File: src/rtl/cmp_share_arbiter.sv
// Round-robin arbiter sharing one unsigned magnitude comparator between NUM_REQ
// requesters; results return tagged with the requester ID on a valid/ready channel.
module cmp_share_arbiter #(
  parameter int WIDTH   = 3,
  parameter int NUM_REQ = 4,
  parameter int ID_W    = 2
) (
  input  logic                     clk,
  input  logic                     rst_n,
  input  logic [NUM_REQ-1:0]       req_valid,
  input  logic [NUM_REQ*WIDTH-1:0] req_a,
  input  logic [NUM_REQ*WIDTH-1:0] req_b,
  output logic [NUM_REQ-1:0]       req_ready,
  output logic                     rsp_valid,
  input  logic                     rsp_ready,
  output logic [ID_W-1:0]          rsp_id,
  output logic                     rsp_eq,
  output logic                     rsp_gt,
  output logic                     rsp_lt,
  output logic                     busy
);

  typedef enum logic [1:0] {IDLE, CMP, RESP} state_t;

  state_t            state;
  logic [WIDTH-1:0]  op_a;
  logic [WIDTH-1:0]  op_b;
  logic [ID_W-1:0]   id_q;
  logic [ID_W-1:0]   last_grant;
  logic [ID_W-1:0]   winner;
  logic [NUM_REQ-1:0] grant_vec;
  logic              found;
  int                idx;

  // Rotating priority search: start just above the last winner and wrap.
  always_comb begin
    found     = 1'b0;
    winner    = '0;
    grant_vec = '0;
    idx       = 0;
    for (int k = 1; k <= NUM_REQ; k++) begin
      idx = int'(last_grant) + k;
      if (idx >= NUM_REQ) idx = idx - NUM_REQ;
      if (!found && req_valid[idx]) begin
        found          = 1'b1;
        winner         = ID_W'(idx);
        grant_vec[idx] = 1'b1;
      end
    end
  end

  assign req_ready = (state == IDLE) ? grant_vec : '0;

  always_ff @(posedge clk or negedge rst_n) begin
    if (!rst_n) begin
      state      <= IDLE;
      op_a       <= '0;
      op_b       <= '0;
      id_q       <= '0;
      last_grant <= ID_W'(NUM_REQ - 1);
      rsp_valid  <= 1'b0;
      rsp_id     <= '0;
      rsp_eq     <= 1'b0;
      rsp_gt     <= 1'b0;
      rsp_lt     <= 1'b0;
      busy       <= 1'b0;
    end else begin
      case (state)
        IDLE: begin
          if (found) begin
            op_a       <= req_a[int'(winner)*WIDTH +: WIDTH];
            op_b       <= req_b[int'(winner)*WIDTH +: WIDTH];
            id_q       <= winner;
            last_grant <= winner;
            busy       <= 1'b1;
            state      <= CMP;
          end
        end
        CMP: begin
          rsp_eq    <= (op_a == op_b);
          rsp_gt    <= (op_a > op_b);
          rsp_lt    <= (op_a < op_b);
          rsp_id    <= id_q;
          rsp_valid <= 1'b1;
          state     <= RESP;
        end
        RESP: begin
          // Fields stay frozen until the consumer takes the response.
          if (rsp_ready) begin
            rsp_valid <= 1'b0;
            rsp_eq    <= 1'b0;
            rsp_gt    <= 1'b0;
            rsp_lt    <= 1'b0;
            rsp_id    <= '0;
            busy      <= 1'b0;
            state     <= IDLE;
          end
        end
        default: begin
          busy  <= 1'b0;
          state <= IDLE;
        end
      endcase
    end
  end

  a_grant_onehot: assert property (@(posedge clk) disable iff (!rst_n)
    $onehot0(req_ready));

  a_result_onehot: assert property (@(posedge clk) disable iff (!rst_n)
    rsp_valid |-> $onehot({rsp_eq, rsp_gt, rsp_lt}));

  a_result_quiet: assert property (@(posedge clk) disable iff (!rst_n)
    !rsp_valid |-> !(rsp_eq || rsp_gt || rsp_lt));

  a_hold: assert property (@(posedge clk) disable iff (!rst_n)
    (rsp_valid && !rsp_ready) |=> (rsp_valid && $stable({rsp_id, rsp_eq, rsp_gt, rsp_lt})));

endmodule

File: config.mk
export PLATFORM = sky130hd
export DESIGN_NAME = cmp_share_arbiter
export DESIGN_NICKNAME = d
export VERILOG_FILES = /design/src/rtl/cmp_share_arbiter.sv
export SDC_FILE = /design/constraint.sdc
export NUM_CORES = 1
export LEC_CHECK = 0
export CORE_ASPECT_RATIO = 1.75
export CORE_UTILIZATION = 41
export CTS_BUF_LIST = sky130_fd_sc_hd__clkbuf_4 sky130_fd_sc_hd__clkbuf_8
export DETAILED_ROUTE_END_ITERATION = 8
export PLACE_DENSITY = 0.68
export REMOVE_ABC_BUFFERS = 1
export SYNTH_ARGS = -nofsm -noshare
export SYNTH_HDL_FRONTEND = slang
export SYNTH_SLANG_ARGS = --single-unit
File: constraint.sdc
create_clock -name clk -period 3.6 [get_ports clk]
set_input_delay 0.54 -clock clk [delete_from_list [all_inputs] [get_ports clk]]
set_output_delay 0.54 -clock clk [all_outputs]
set_load 0.01 [all_outputs]
* Yosys cells after proc, flatten, opt, wreduce, memory -nomap -nowiden
Index checks and enable logic that the tools add are counted.
** Word-level totals
- Bits in registers :: 19
- Input port bits :: 31
- Output and inout port bits :: 11
- Logic and storage cells :: 109
** Operators by class
- $add $sub $neg :: 8
- $mul :: 1
- Magnitude comparators :: 14
- Eq/ne operators :: 5
- Shifts and indexed selects :: 2
- Muxes and demuxes :: 48
- Bitwise logic cells :: 4
- Reductions and logical operators :: 16
** Operator list (count)
- 32-bit by 1-bit greater-or-equal comparator with 1-bit output (second input constant) :: 4
- 32-bit by 4-bit less-than comparator with 1-bit output (second input constant) :: 4
- 32-bit 2-to-1 mux :: 4
- 12-bit by 32-bit variable part select with 3-bit output :: 1
- 4-bit 2-to-1 mux :: 5
- 1-bit 2-to-1 mux :: 18
- 2-bit 2-to-1 mux :: 6
- 4-bit OR :: 3
- 12-bit by 5-bit variable part select with 3-bit output :: 1
- 3-bit by 3-bit subtractor with 4-bit output (second input constant) :: 3
- 3-bit greater-or-equal comparator (second input constant) :: 3
- 1-bit binary-select mux with 2-bit select :: 4
- 1-bit demux with 2-bit select :: 4
- 1-bit case mux with 2 select lines :: 4
- 1-bit logical AND :: 7
- 2-bit by 2-bit adder with 3-bit output (second input constant) :: 2
- 2-bit case mux with 3 select lines :: 1
- 2-bit AND reduction :: 3
- 4-bit by 3-bit subtractor with 5-bit output (second input constant) :: 1
- 2-bit by 3-bit adder with 4-bit output (second input constant) :: 1
- 4-bit by 3-bit greater-or-equal comparator with 1-bit output (second input constant) :: 1
- 2-bit by 2-bit multiplier with 4-bit output (second input constant) :: 1
- 2-bit inequality test (second input constant) :: 2
- 2-bit case mux with 2 select lines :: 1
- 12 further kinds :: 14

* Longest topological paths before layout
Gate-level depths: netlist of run 1.
- Depth in word-level cells :: 18
- Depth in mapped cells :: 11
- Depth with buffers taken out :: 7

* Least setup slack after synthesis of run 1
No wires, ideal clock.
- Path kind :: flip-flop to output port
- Start :: register last_grant[0]
- End :: output port req_ready[0]
- Data arrival time :: 2530 ps
- Data required time :: 3060 ps
- Slack :: 530 ps
- Cell stages (with the launch flop) :: 10
- Path buffers :: 4
- Cells stage by stage :: dfstp_2 > buf_6 > buf_2 > inv_2 > ha_1 > mux4_2 > clkbuf_1 > clkbuf_1 > or2_0 > a31oi_1
** Between the ends
- Cells in the longest elaborated chain, start to end :: 17
- Elaborated cells on any way between the ends :: 65
- Classes of those cells :: 8 x add/sub; 12 x order compare; 32 x mux; 3 x bitwise; 10 x reduce/logical
** Ends and longest elaborated chain
- from (decl) :: line 29 : logic [ID_W-1:0] last_grant;
- from (signal assigned) :: line 60 : last_grant <= ID_W'(NUM_REQ - 1);
- from (signal assigned) :: line 74 : last_grant <= winner;
- branches (longest 15 deep; another with 32-bit by 1-bit greater-or-equal comparator with 1-bit output)
- 4-bit 2-to-1 mux * :: line 44 : if (!found && req_valid[idx]) begin
- 4-bit 2-to-1 mux * :: line 52 : assign req_ready = (state == IDLE) ? grant_vec : '0;
- to (decl) :: line 13 : output logic [NUM_REQ-1:0] req_ready,
Every way passes the cells marked *. The select of a mux whose other input is x is not followed.

* Final worst setup path of run 1
- Start :: input port req_valid[1]
- End :: output port req_ready[0]
** Between the ends
- Cells in the longest elaborated chain, start to end :: 14
- Elaborated cells on any way between the ends :: 29
- Classes of those cells :: 20 x mux; 3 x bitwise; 6 x reduce/logical
** Ends and longest elaborated chain
- from (decl) :: line 10 : input logic [NUM_REQ-1:0] req_valid,
- 1-bit binary-select mux with 2-bit select :: line 44
- 1-bit 2-to-1 mux (not written as such) (2 in series) :: line 44
- 1-bit 2-to-1 mux :: line 44
- 1-bit logical NOT :: line 44
- 1-bit logical AND :: line 44
- 1-bit 2-to-1 mux :: line 44
- 1-bit logical NOT :: line 44
- 1-bit logical AND :: line 44
- 1-bit 2-to-1 mux :: line 44
- 1-bit logical NOT :: line 44
- 1-bit logical AND :: line 44
- 4-bit 2-to-1 mux * :: line 44
- 4-bit 2-to-1 mux * :: line 52
Every way passes the cells marked *; elsewhere a longest branch is shown, timed or not. The select of a mux whose other input is x is not followed.

==> results of run 1 <==
critical path, stage by stage:
cell and delay, ns:
sky130_fd_sc_hd__clkdlybuf4s50_1 0.43, sky130_fd_sc_hd__buf_4 0.20, sky130_fd_sc_hd__or3_1 0.40, sky130_fd_sc_hd__o31ai_1 0.45, sky130_fd_sc_hd__nand3_1 0.14, sky130_fd_sc_hd__a31oi_1 0.19
sky130_fd_sc_hd__clkdlybuf4s50_1 0.57
flip-flops by register name, summed over array words and instances (netlist names):
| register | cells |
|---|---|
| rsp_id | 2 |
| rsp_valid | 1 |
| op_a | 3 |
| state | 2 |
| rsp_gt | 1 |
| op_b | 3 |
| last_grant | 2 |
| id_q | 2 |
| rsp_eq | 1 |
| rsp_lt | 1 |
| busy | 1 |
routing by layer:
layer  wire (um)  GRT usage  vias to the layer above
li1            -          -                      869
met1        1990      0.262                      811
met2        2520      0.390                       37
met3         119     0.0136                        8
met4          72     0.0885                        0
met5           0          0                        -
cell families after synthesis:
kind of cell / count (synthesis) / synth area share
AOI/OAI and AO/OA: 79 / 0.332
and+or+nand+nor: 73 / 0.204
DFF: 19 / 0.270
muxes: 5 / 0.0502
buffers and inverters: 24 / 0.0664
adders and majority gates: 11 / 0.0777
layout make-up:
type,count,share of cell area
clock buffers,4,0.0214
well taps,49,0.0269
flip-flops and latches,19,0.209
multi-input cells,168,0.515
repair buffers,52,0.216
inverters,7,0.0115
synth_stat cells (2+ instances only):
cell                        instances  share of area
sky130_fd_sc_hd__clkbuf_1          10          0.021
sky130_fd_sc_hd__a21oi_1            7          0.020
sky130_fd_sc_hd__buf_6              3          0.019
sky130_fd_sc_hd__a22oi_1            4          0.017
sky130_fd_sc_hd__a32oi_1            6          0.030
sky130_fd_sc_hd__nor2_1            22          0.047
sky130_fd_sc_hd__nor3_1             3         0.0085
sky130_fd_sc_hd__o22ai_1            2         0.0071
sky130_fd_sc_hd__nand3_1            6          0.017
sky130_fd_sc_hd__or2_2              4          0.014
sky130_fd_sc_hd__nor2b_1            6          0.021
sky130_fd_sc_hd__nand2_1           19          0.040
sky130_fd_sc_hd__dfrtp_1           17           0.24
sky130_fd_sc_hd__o21bai_1           6          0.025
sky130_fd_sc_hd__a211oi_1           6          0.025
sky130_fd_sc_hd__a221oi_1           2         0.0099
sky130_fd_sc_hd__nand2b_1           6          0.021
sky130_fd_sc_hd__mux4_2             3          0.038
sky130_fd_sc_hd__o21ai_0           14          0.040
sky130_fd_sc_hd__a31oi_1            4          0.014
sky130_fd_sc_hd__buf_2              4          0.011
sky130_fd_sc_hd__inv_1              6          0.013
sky130_fd_sc_hd__a2111oi_0          6          0.030
sky130_fd_sc_hd__o211ai_1           6          0.025
sky130_fd_sc_hd__o211ai_2           5          0.035
sky130_fd_sc_hd__dfstp_2            2          0.030
sky130_fd_sc_hd__ha_1              11          0.078
metrics by stage:
step / utilization / setup slack, ns / hold WS (ns)
2_1_floorplan: - / 0.688 / 0.244
3_3_place_gp: 0.535 / 0.131 / 0.467
3_5_place_dp: 0.535 / 0.148 / 0.471
4_1_cts: 0.546 / 0.0210 / 0.486
5_1_grt: 0.550 / 0.0205 / 0.502
6_report: 0.550 / 0.151 / 0.483
report_power, final:
part           leakage [nW]  total [mW]  internal (mW)  switching (mW)
sequential            0.223       0.454          0.338           0.117
combinational         0.639        1.39          0.627           0.760
clock                0.0262       0.149         0.0860          0.0635
total                 0.888        1.99           1.05           0.941
placed cells by master (no fill, tap or decap), drive strengths merged, types with 2 or more instances in the layout:
cell / instances
nor2: 22
nand3: 6
a211oi: 6
or2: 6
ha: 11
o211ai: 11
a2111oi: 6
a21oi: 7
o22ai: 2
clkdlybuf4s50: 41
nor3: 4
inv: 7
dfrtp: 17
o21ai: 15
mux4: 3
nor2b: 7
buf: 11
a32oi: 6
a22oi: 4
a31oi: 4
nand2: 19
nand2b: 6
clkbuf: 4
o21bai: 6
a221oi: 2
dfstp: 2
worst min-delay path by stage:
stage,endpoint,slack [ns],cells past startpoint
after global placement,busy$_DFFE_PN0P_,0.47,2
after global routing,busy$_DFFE_PN0P_,0.50,2
final,busy$_DFFE_PN0P_,0.48,2
after detailed placement,busy$_DFFE_PN0P_,0.47,2
after floorplan,busy$_DFFE_PN0P_,0.24,0
after CTS,busy$_DFFE_PN0P_,0.49,2
==> results.sh, run 1 <==
export IMPL_ctsHtreeMaxLevel=1
export IMPL_fp_dieH_um=88.9
export IMPL_timing_hold_worst_start="busy$_DFFE_PN0P_"
export IMPL_antenna_violations_before_repair=0
export IMPL_clock_insertion_delay_worst_skew_ns=0.25
export IMPL_postSynthAreaPerCell_um2=8.39
export IMPL_timing_critical_path_from_type="primary input"
export IMPL_die_width_um=51.7
export IMPL_status="complete, no violations"
export IMPL_floorplan_die_area_um2=4600
export IMPL_footprint_of_the_multi_input_gates_um2=1170
export IMPL_finalSetupViolations=0
export IMPL_power_density_nw_per_um2=872
export IMPL_capture_point_of_the_worst_reg_to_reg_path="op_a[2]$_DFFE_PN0P_"
export IMPL_hold_path_class="register to register"
export IMPL_route_detailed_drc=0
export IMPL_place_area_um2=2220
export IMPL_vias_in_the_first_global_route=1639
export IMPL_dr_total_vias=1725
export IMPL_maxSlewViolCount=0
export IMPL_numCtsBuffers=3
export IMPL_io_pin_count=42
export IMPL_synth_area_um2=1770
export IMPL_fmax_mhz=290
export IMPL_global_route_overflow_total=0
export IMPL_layout_worst_path_cycle_share=0.958
export IMPL_routed_via_density=5.77
export IMPL_netlist_instances=211
export IMPL_detailedPlacementHpwl_um=3560
export IMPL_design_core_area_um2=4150
export IMPL_clk_skew_ns=0.00267
export IMPL_post_place_cells=293
export IMPL_worst_setup_path_endpoint="req_ready[0]"
export IMPL_share_of_final_layout_standard_cells_stronger_than_drive_strength_1=0.144
export IMPL_relSlewSlack=0.413
export IMPL_detail_route_wirelength_um=4700
export IMPL_path_clk_slew_ns=0.06
export IMPL_reg2reg_setup_slack_ns=0.81
export IMPL_antenna_cells_inserted=0
export IMPL_layout_cell_area_non_filler_um2=2280
export IMPL_regArea_um2=478
export IMPL_critPathCaptureType="output pin"
export IMPL_grt_first_pass_wirelength_um=7580
export IMPL_post_cts_buffers=0
export IMPL_synth_yosys_warnings=0
export IMPL_cp_required_ns=3.06
export IMPL_crit_path_max_fanout=15
export IMPL_netlist_cell_type_count=48
export IMPL_post_cts_resize_count=0
export IMPL_maxCapViolCount=0
export IMPL_gp_congestion=0.831
export IMPL_ys_ff_latch=19
export IMPL_postCtsHoldBufs=0
export IMPL_rsz0062_at_grt="no"
export IMPL_synth_flop_cell="sky130_fd_sc_hd__dfrtp_1"
export IMPL_numClockSinks=19
export IMPL_synth_edff_count=0
export IMPL_static_leakage_power_nw=0.888
export IMPL_max_slew_worst_pin_slew_ns=0.880
export IMPL_detailedRoute_firstPassIterationCount=6
export IMPL_arrival_ns=2.91
export IMPL_placementRows=31
export IMPL_clock_path_buffers=2
export IMPL_drt_wirelength_per_cell_um=15.7
export IMPL_cts_tree="yes"
export IMPL_rr_worst_depth=7
export IMPL_area_growth_pct=28.9
export IMPL_post_layout_total_power_mw=1.99
export IMPL_finish_net_count=293
export IMPL_largest_net_degree_at_the_start_of_global_routing=21
export IMPL_synth_async_sr_flop_share=1.00
export IMPL_finalNonFillerCells=299
export IMPL_start_util=0.427
export IMPL_fill_cells=397
export IMPL_kind_of_critical_path="primary input to output pin"
export IMPL_timing_critical_path_from="req_valid[1]"
export IMPL_ant_nets=0
export IMPL_min_period_ns=3.45
export IMPL_clk_root_buffer_cell="sky130_fd_sc_hd__clkbuf_8"
export IMPL_synth_sequential_area_ratio=0.270
export IMPL_hold_viol=0
export IMPL_grt_util_all_layers=0.216
export IMPL_iteration_0_drc_markers=48
export IMPL_buffer_ports_inserted=41
export IMPL_fin_tns_setup_ns=0
export IMPL_critical_path_reg2reg_startpoint="last_grant[1]$_DFFE_PN1P_"
export IMPL_vdd_drop_max_uv=626
(Power assumes the default switching activity.)
==> run 2, diff against run 1 <==
--- a/config.mk
+++ b/config.mk
@@ -5,6 +5,7 @@
 export SDC_FILE = /design/constraint.sdc
 export NUM_CORES = 1
 export LEC_CHECK = 0
+export ABC_CLOCK_PERIOD_IN_PS = 3600
 export CORE_ASPECT_RATIO = 1.75
 export CORE_UTILIZATION = 41
 export CTS_BUF_LIST = sky130_fd_sc_hd__clkbuf_4 sky130_fd_sc_hd__clkbuf_8
==> constraint.sdc (replaced) <==
create_clock -name clk -period 3.6 [get_ports clk]
set_input_delay 0.72 -clock clk [delete_from_list [all_inputs] [get_ports clk]]
set_output_delay 0.72 -clock clk [all_outputs]
set_load 0.01 [all_outputs]
==> run 2 against run 1 <==
  * Non-clock buffer count is 13 higher
  * Clock skew is 0.0025 ns higher
  * Sequential power hardly changed
  * Core utilization is 2.3 points higher
  * Total power is 3.4% higher
  * Sequential cell count stayed put
  * Critical endpoint is now req_ready[3]
  * Largest cell class unchanged
  * Largest power group unchanged
==> results.sh, run 2 (synthesized netlist as in run 1, its figures left out) <==
export IMPL_routed_via_density=5.90
export IMPL_kind_of_critical_path="primary input to output pin"
export IMPL_detail_route_wirelength_um=4740
export IMPL_critical_path_cell_chain="clkdlybuf4s50_1, mux4_2, nor2b_4, a22oi_1, or2_2, a31oi_1, dlygate4sd2_1"
export IMPL_post_layout_total_power_mw=2.06
export IMPL_critPathCaptureType="output pin"
export IMPL_postCtsHoldBufs=0
export IMPL_footprint_of_the_multi_input_gates_um2=1170
export IMPL_layout_common_cells="37 x sky130_fd_sc_hd__clkdlybuf4s50_1, 24 x sky130_fd_sc_hd__buf_4, 22 x sky130_fd_sc_hd__nor2_1"
export IMPL_arrival_ns=2.65
export IMPL_finalSetupViolations=0
export IMPL_antenna_cells_inserted=0
export IMPL_hold_viol=0
export IMPL_fin_tns_setup_ns=0
export IMPL_clk_root_buffer_cell="sky130_fd_sc_hd__clkbuf_8"
export IMPL_start_util=0.427
export IMPL_io_pin_count=42
export IMPL_route_detailed_drc=0
export IMPL_power_density_nw_per_um2=865
export IMPL_maxCapViolCount=0
export IMPL_detailedPlacementHpwl_um=3620
export IMPL_maxSlewViolCount=0
export IMPL_critical_path_slowest_cell="sky130_fd_sc_hd__mux4_2"
export IMPL_drt_wirelength_per_cell_um=15.2
export IMPL_numCtsBuffers=3
export IMPL_critical_path_max_stage_delay_ns=0.53
export IMPL_area_growth_pct=34.3
export IMPL_grt_first_pass_wirelength_um=7750
export IMPL_min_period_ns=3.37
export IMPL_rsz0062_at_grt="no"
export IMPL_regArea_um2=478
export IMPL_fp_dieH_um=88.9
export IMPL_clock_path_buffers=2
export IMPL_timing_hold_worst_start="busy$_DFFE_PN0P_"
export IMPL_placementRows=31
export IMPL_fmax_mhz=297
export IMPL_max_slew_worst_pin_slew_ns=0.859
export IMPL_clock_insertion_delay_worst_skew_ns=0.26
export IMPL_worstHoldEndpoint="busy$_DFFE_PN0P_"
export IMPL_clk_skew_ns=0.00520
export IMPL_die_width_um=51.7
export IMPL_vias_in_the_first_global_route=1665
export IMPL_reg2reg_setup_slack_ns=0.90
export IMPL_layout_cells_most_common="sky130_fd_sc_hd__clkdlybuf4s50_1"
export IMPL_hold_path_class="register to register"
export IMPL_floorplan_die_area_um2=4600
export IMPL_iteration_0_drc_markers=41
export IMPL_whs_path_depth=2
export IMPL_capture_point_of_the_worst_reg_to_reg_path="op_a[1]$_DFFE_PN0P_"
export IMPL_fill_cells=397
export IMPL_cts_tree="yes"
export IMPL_timing_critical_path_from_type="primary input"
export IMPL_ctsHtreeMaxLevel=1
export IMPL_timing_critical_path_from="req_valid[1]"
export IMPL_design_core_area_um2=4150
export IMPL_finish_net_count=306
export IMPL_ant_nets=0
export IMPL_share_of_final_layout_standard_cells_stronger_than_drive_strength_1=0.186
export IMPL_static_leakage_power_nw=0.981
export IMPL_crit_path_max_fanout=5
export IMPL_buffer_ports_inserted=41
export IMPL_dr_total_vias=1840
export IMPL_antenna_violations_before_repair=0
export IMPL_vdd_drop_max_uv=549
export IMPL_cp_required_ns=2.88
export IMPL_gp_congestion=0.830
export IMPL_status="complete, no violations"
export IMPL_grt_util_all_layers=0.220
export IMPL_path_clk_slew_ns=0.06
export IMPL_global_route_overflow_total=0
export IMPL_layout_worst_path_cycle_share=0.935
export IMPL_detailedRoute_firstPassIterationCount=4
export IMPL_numClockSinks=19
export IMPL_largest_net_degree_at_the_start_of_global_routing=22
export IMPL_relSlewSlack=0.425
export IMPL_critical_path_reg2reg_startpoint="last_grant[0]$_DFFE_PN1P_"
export IMPL_biggestRegsByFlops="op_a (3), op_b (3)"
export IMPL_rr_worst_depth=6
[run 2: timing repair]
item,4_1_cts,5_1_grt
endpoints found under the setup margin,3,1
buffers inserted,0,2
gates resized for setup,3,1
[run 2: stage by stage]
stage | instance area (um^2) | hold WS (ns) | cells | setup slack, ns | utilization
after floorplan | 1680 | 0.424 | 194 | 0.508 | -
after global placement | 2320 | 0.476 | 306 | -0.000911 | 0.558
after detailed placement | 2320 | 0.473 | 306 | -0.0329 | 0.558
after CTS | 2360 | 0.494 | 310 | 0.0279 | 0.569
after global routing | 2380 | 0.533 | 312 | 0.159 | 0.573
final | 2380 | 0.490 | 312 | 0.234 | 0.573
[run 2: worst max-delay path by stage]
stage,cells after the start,end
6_report,7,req_ready[3]
3_5_place_dp,7,req_ready[3]
2_1_floorplan,7,req_ready[1]
4_1_cts,7,req_ready[0]
3_3_place_gp,7,req_ready[1]
5_1_grt,7,req_ready[2]
[run 2: per-layer routing]
layer | global-route usage | routed length (um) | part of all wire
met1 | 0.274 | 1960 | 0.41
met2 | 0.384 | 2480 | 0.52
met3 | 0.0153 | 197 | 0.042
met4 | 0.0983 | 108 | 0.023
met5 | 0 | 0 | 0
[run 2: worst max-delay path: cells and delay by family]
| kind | cells | cell delay (ns) |
|---|---|---|
| buffers and inverters | 2 | 0.70 |
| muxes | 1 | 0.53 |
| and+or+nand+nor | 2 | 0.45 |
| AOI/OAI and AO/OA | 2 | 0.24 |
[run 2: layout make-up]
class / instances / share of cell area
well taps: 49 / 0.0258
multi-input cells: 168 / 0.494
repair buffers: 65 / 0.248
inverters: 7 / 0.0110
flip-flops and latches: 19 / 0.201
clock buffers: 4 / 0.0205
[run 2: where the power goes]
part | internal, mW | switching (mW)
Sequential | 0.337 | 0.114
Clock | 0.0863 | 0.0684
Combinational | 0.681 | 0.772
Total | 1.10 | 0.954
==> run 3, diff against run 2 <==
--- a/config.mk
+++ b/config.mk
@@ -6,11 +6,13 @@
 export NUM_CORES = 1
 export LEC_CHECK = 0
 export ABC_CLOCK_PERIOD_IN_PS = 3600
+export CELL_PAD_IN_SITES_DETAIL_PLACEMENT = 0
+export CELL_PAD_IN_SITES_GLOBAL_PLACEMENT = 2
 export CORE_ASPECT_RATIO = 1.75
-export CORE_UTILIZATION = 41
+export CORE_UTILIZATION = 30
 export CTS_BUF_LIST = sky130_fd_sc_hd__clkbuf_4 sky130_fd_sc_hd__clkbuf_8
 export DETAILED_ROUTE_END_ITERATION = 8
-export PLACE_DENSITY = 0.68
+export PLACE_DENSITY_LB_ADDON = 0.1
 export REMOVE_ABC_BUFFERS = 1
 export SYNTH_ARGS = -nofsm -noshare
 export SYNTH_HDL_FRONTEND = slang
==> run 3 against run 2 <==
  * Fmax down 3.9%
  * Design area rose by 0.47%
  * Sequential cell count stayed put
  * Clock power grew 3%
  * Clock-buffer cell count did not move
  * Global-route usage down 3.7 points
  * Sequential power down 1%
  * Total power up 1.5%
  * Worst hold slack gained 0.0011 ns
  * Critical path type unchanged
  * Highest routed layer unchanged
==> results.sh, run 3 (synthesized netlist as in run 1, its figures left out) <==
export IMPL_post_place_cells=330
export IMPL_share_seq_of_total_power=0.213
export IMPL_timing_critical_path_from_type="primary input"
export IMPL_antenna_cells_inserted=0
export IMPL_drt_wirelength_per_cell_um=15.8
export IMPL_layout_cell_area_non_filler_um2=2390
export IMPL_power_density_nw_per_um2=874
export IMPL_power_share_combinational=0.711
export IMPL_switchingPower_mw=0.991
export IMPL_grt_first_pass_wirelength_um=8850
export IMPL_io_pin_count=42
export IMPL_global_route_overflow_total=0
export IMPL_maxCapViolCount=0
export IMPL_dr_total_vias=1766
export IMPL_clock_power_share=0.076
export IMPL_cts_tree="yes"
export IMPL_postCtsHoldBufs=0
export IMPL_finalNonFillerCells=336
export IMPL_layout_cells_most_common="sky130_fd_sc_hd__clkdlybuf4s50_1"
export IMPL_path_clk_slew_ns=0.07
export IMPL_ant_nets=0
export IMPL_cp_required_ns=2.88
export IMPL_layout_common_cells="36 x sky130_fd_sc_hd__clkdlybuf4s50_1, 22 x sky130_fd_sc_hd__nor2_1, 21 x sky130_fd_sc_hd__buf_4"
export IMPL_clk_skew_ns=0.00167
export IMPL_static_leakage_power_nw=0.955
export IMPL_critPathCaptureType="output pin"
export IMPL_place_area_um2=2330
export IMPL_largest_net_degree_at_the_start_of_global_routing=21
export IMPL_maxSlewViolCount=0
export IMPL_clock_path_buffers=2
export IMPL_min_period_ns=3.50
export IMPL_clk_root_buffer_cell="sky130_fd_sc_hd__clkbuf_8"
export IMPL_ctsHtreeMaxLevel=1
export IMPL_fin_tns_setup_ns=0
export IMPL_p_int_mw=1.10
export IMPL_reg2reg_setup_slack_ns=0.72
export IMPL_area_growth_pct=35.0
export IMPL_rsz0062_at_grt="no"
export IMPL_finish_net_count=303
export IMPL_iteration_0_drc_markers=50
export IMPL_hold_viol=0
export IMPL_start_util=0.314
export IMPL_relSlewSlack=0.393
export IMPL_layout_worst_path_cycle_share=0.973
export IMPL_footprint_of_the_multi_input_gates_um2=1180
export IMPL_regArea_um2=478
export IMPL_max_slew_worst_pin_slew_ns=0.910
export IMPL_status="complete, no violations"
export IMPL_finalSetupViolations=0
export IMPL_detailedRoute_firstPassIterationCount=4
export IMPL_routed_via_density=5.26
export IMPL_crit_path_max_fanout=8
export IMPL_detail_route_wirelength_um=5320
export IMPL_kind_of_critical_path="primary input to output pin"
export IMPL_design_core_area_um2=5630
export IMPL_placementRows=36
export IMPL_fill_cells=594
export IMPL_biggestRegsByFlops="op_a (3), op_b (3)"
export IMPL_fmax_mhz=285
export IMPL_floorplan_die_area_um2=6220
export IMPL_numClockSinks=19
export IMPL_antenna_violations_before_repair=0
export IMPL_hold_path_class="register to register"
export IMPL_grt_util_all_layers=0.183
export IMPL_die_width_um=60.1
export IMPL_arrival_ns=2.78
export IMPL_detailedPlacementHpwl_um=4270
export IMPL_share_of_final_layout_standard_cells_stronger_than_drive_strength_1=0.181
export IMPL_vias_in_the_first_global_route=1837
export IMPL_fp_dieH_um=104
export IMPL_clock_insertion_delay_worst_skew_ns=0.26
export IMPL_gp_congestion=0.751
export IMPL_power_switching_fraction=0.474
export IMPL_numCtsBuffers=3
export IMPL_buffer_ports_inserted=41
export IMPL_route_detailed_drc=0
export IMPL_vdd_drop_max_uv=389
==> run 3: cell count changes in the layout (fill, tap and decap cells not counted), sizes merged <==
| cell | change |
|---|---|
| buf | -3 |
| dlygate4sd2 | +2 |
| clkdlybuf4s50 | -1 |
| dlymetal6s2s | -1 |
==> run 3: worst paths after layout <==
kind                                                start               endpoint  depth (start not counted)
worst max-delay path                         req_valid[0]           req_ready[0]                          9
worst min-delay path                     busy$_DFFE_PN0P_       busy$_DFFE_PN0P_                          2
worst max register to register  last_grant[0]$_DFFE_PN1P_    op_a[1]$_DFFE_PN0P_                          8
worst min register to register           busy$_DFFE_PN0P_       busy$_DFFE_PN0P_                          2
max in group asynchronous                           rst_n    op_a[0]$_DFFE_PN0P_                          1
min in group asynchronous                           rst_n  rsp_id[1]$_DFFE_PN0P_                          1
==> run 3: final cells by class <==
class,instances,area share
inverter,7,0.0110
tap,76,0.0398
sequential,19,0.200
multi-input combinational,168,0.494
timing repair buffer,62,0.235
clock buffer,4,0.0204
==> run 3: critical path, stage by stage <==
cell                              delay, ns
sky130_fd_sc_hd__clkdlybuf4s50_1       0.45
sky130_fd_sc_hd__buf_4                 0.18
sky130_fd_sc_hd__mux4_2                0.50
sky130_fd_sc_hd__nor2b_4               0.15
sky130_fd_sc_hd__buf_4                 0.14
sky130_fd_sc_hd__a22oi_2               0.13
sky130_fd_sc_hd__or2_0                 0.12
sky130_fd_sc_hd__a31oi_1               0.08
sky130_fd_sc_hd__dlygate4sd2_1         0.29
==> run 3: metal layers <==
layer  vias to the layer above  wire length [um]  GRT usage
met5                         -                 0          0
met4                         0                57     0.0482
met3                         7               114     0.0112
met2                        39              3030      0.347
met1                       834              2120      0.208
li1                        886                 -          -
==> run 3: power groups by stage <==
stage / logic (mW) / registers [mW] / clock network, mW
2_1_floorplan: 0.870 / 0.474 / 0
3_3_place_gp: 1.49 / 0.452 / 0
3_5_place_dp: 1.47 / 0.452 / 0
4_1_cts: 1.49 / 0.450 / 0.161
5_1_grt: 1.65 / 0.466 / 0.171
6_report: 1.48 / 0.446 / 0.159
==> run 3: what timing repair did <==
item,4_1_cts,5_1_grt
endpoints found under the setup margin,4,1
gates cloned,0,0
buffers inserted,2,0
resized for setup,5,1
==> run 3: per-stage QoR <==
stage	setup slack (ns)	total power, mW	utilization	hold slack (ns)
2_1_floorplan	0.508	1.34	-	0.424
3_3_place_gp	-0.0945	1.94	0.413	0.476
3_5_place_dp	-0.121	1.93	0.413	0.480
4_1_cts	0.0260	2.10	0.424	0.501
5_1_grt	0.0101	2.29	0.424	0.512
6_report	0.0968	2.09	0.424	0.491
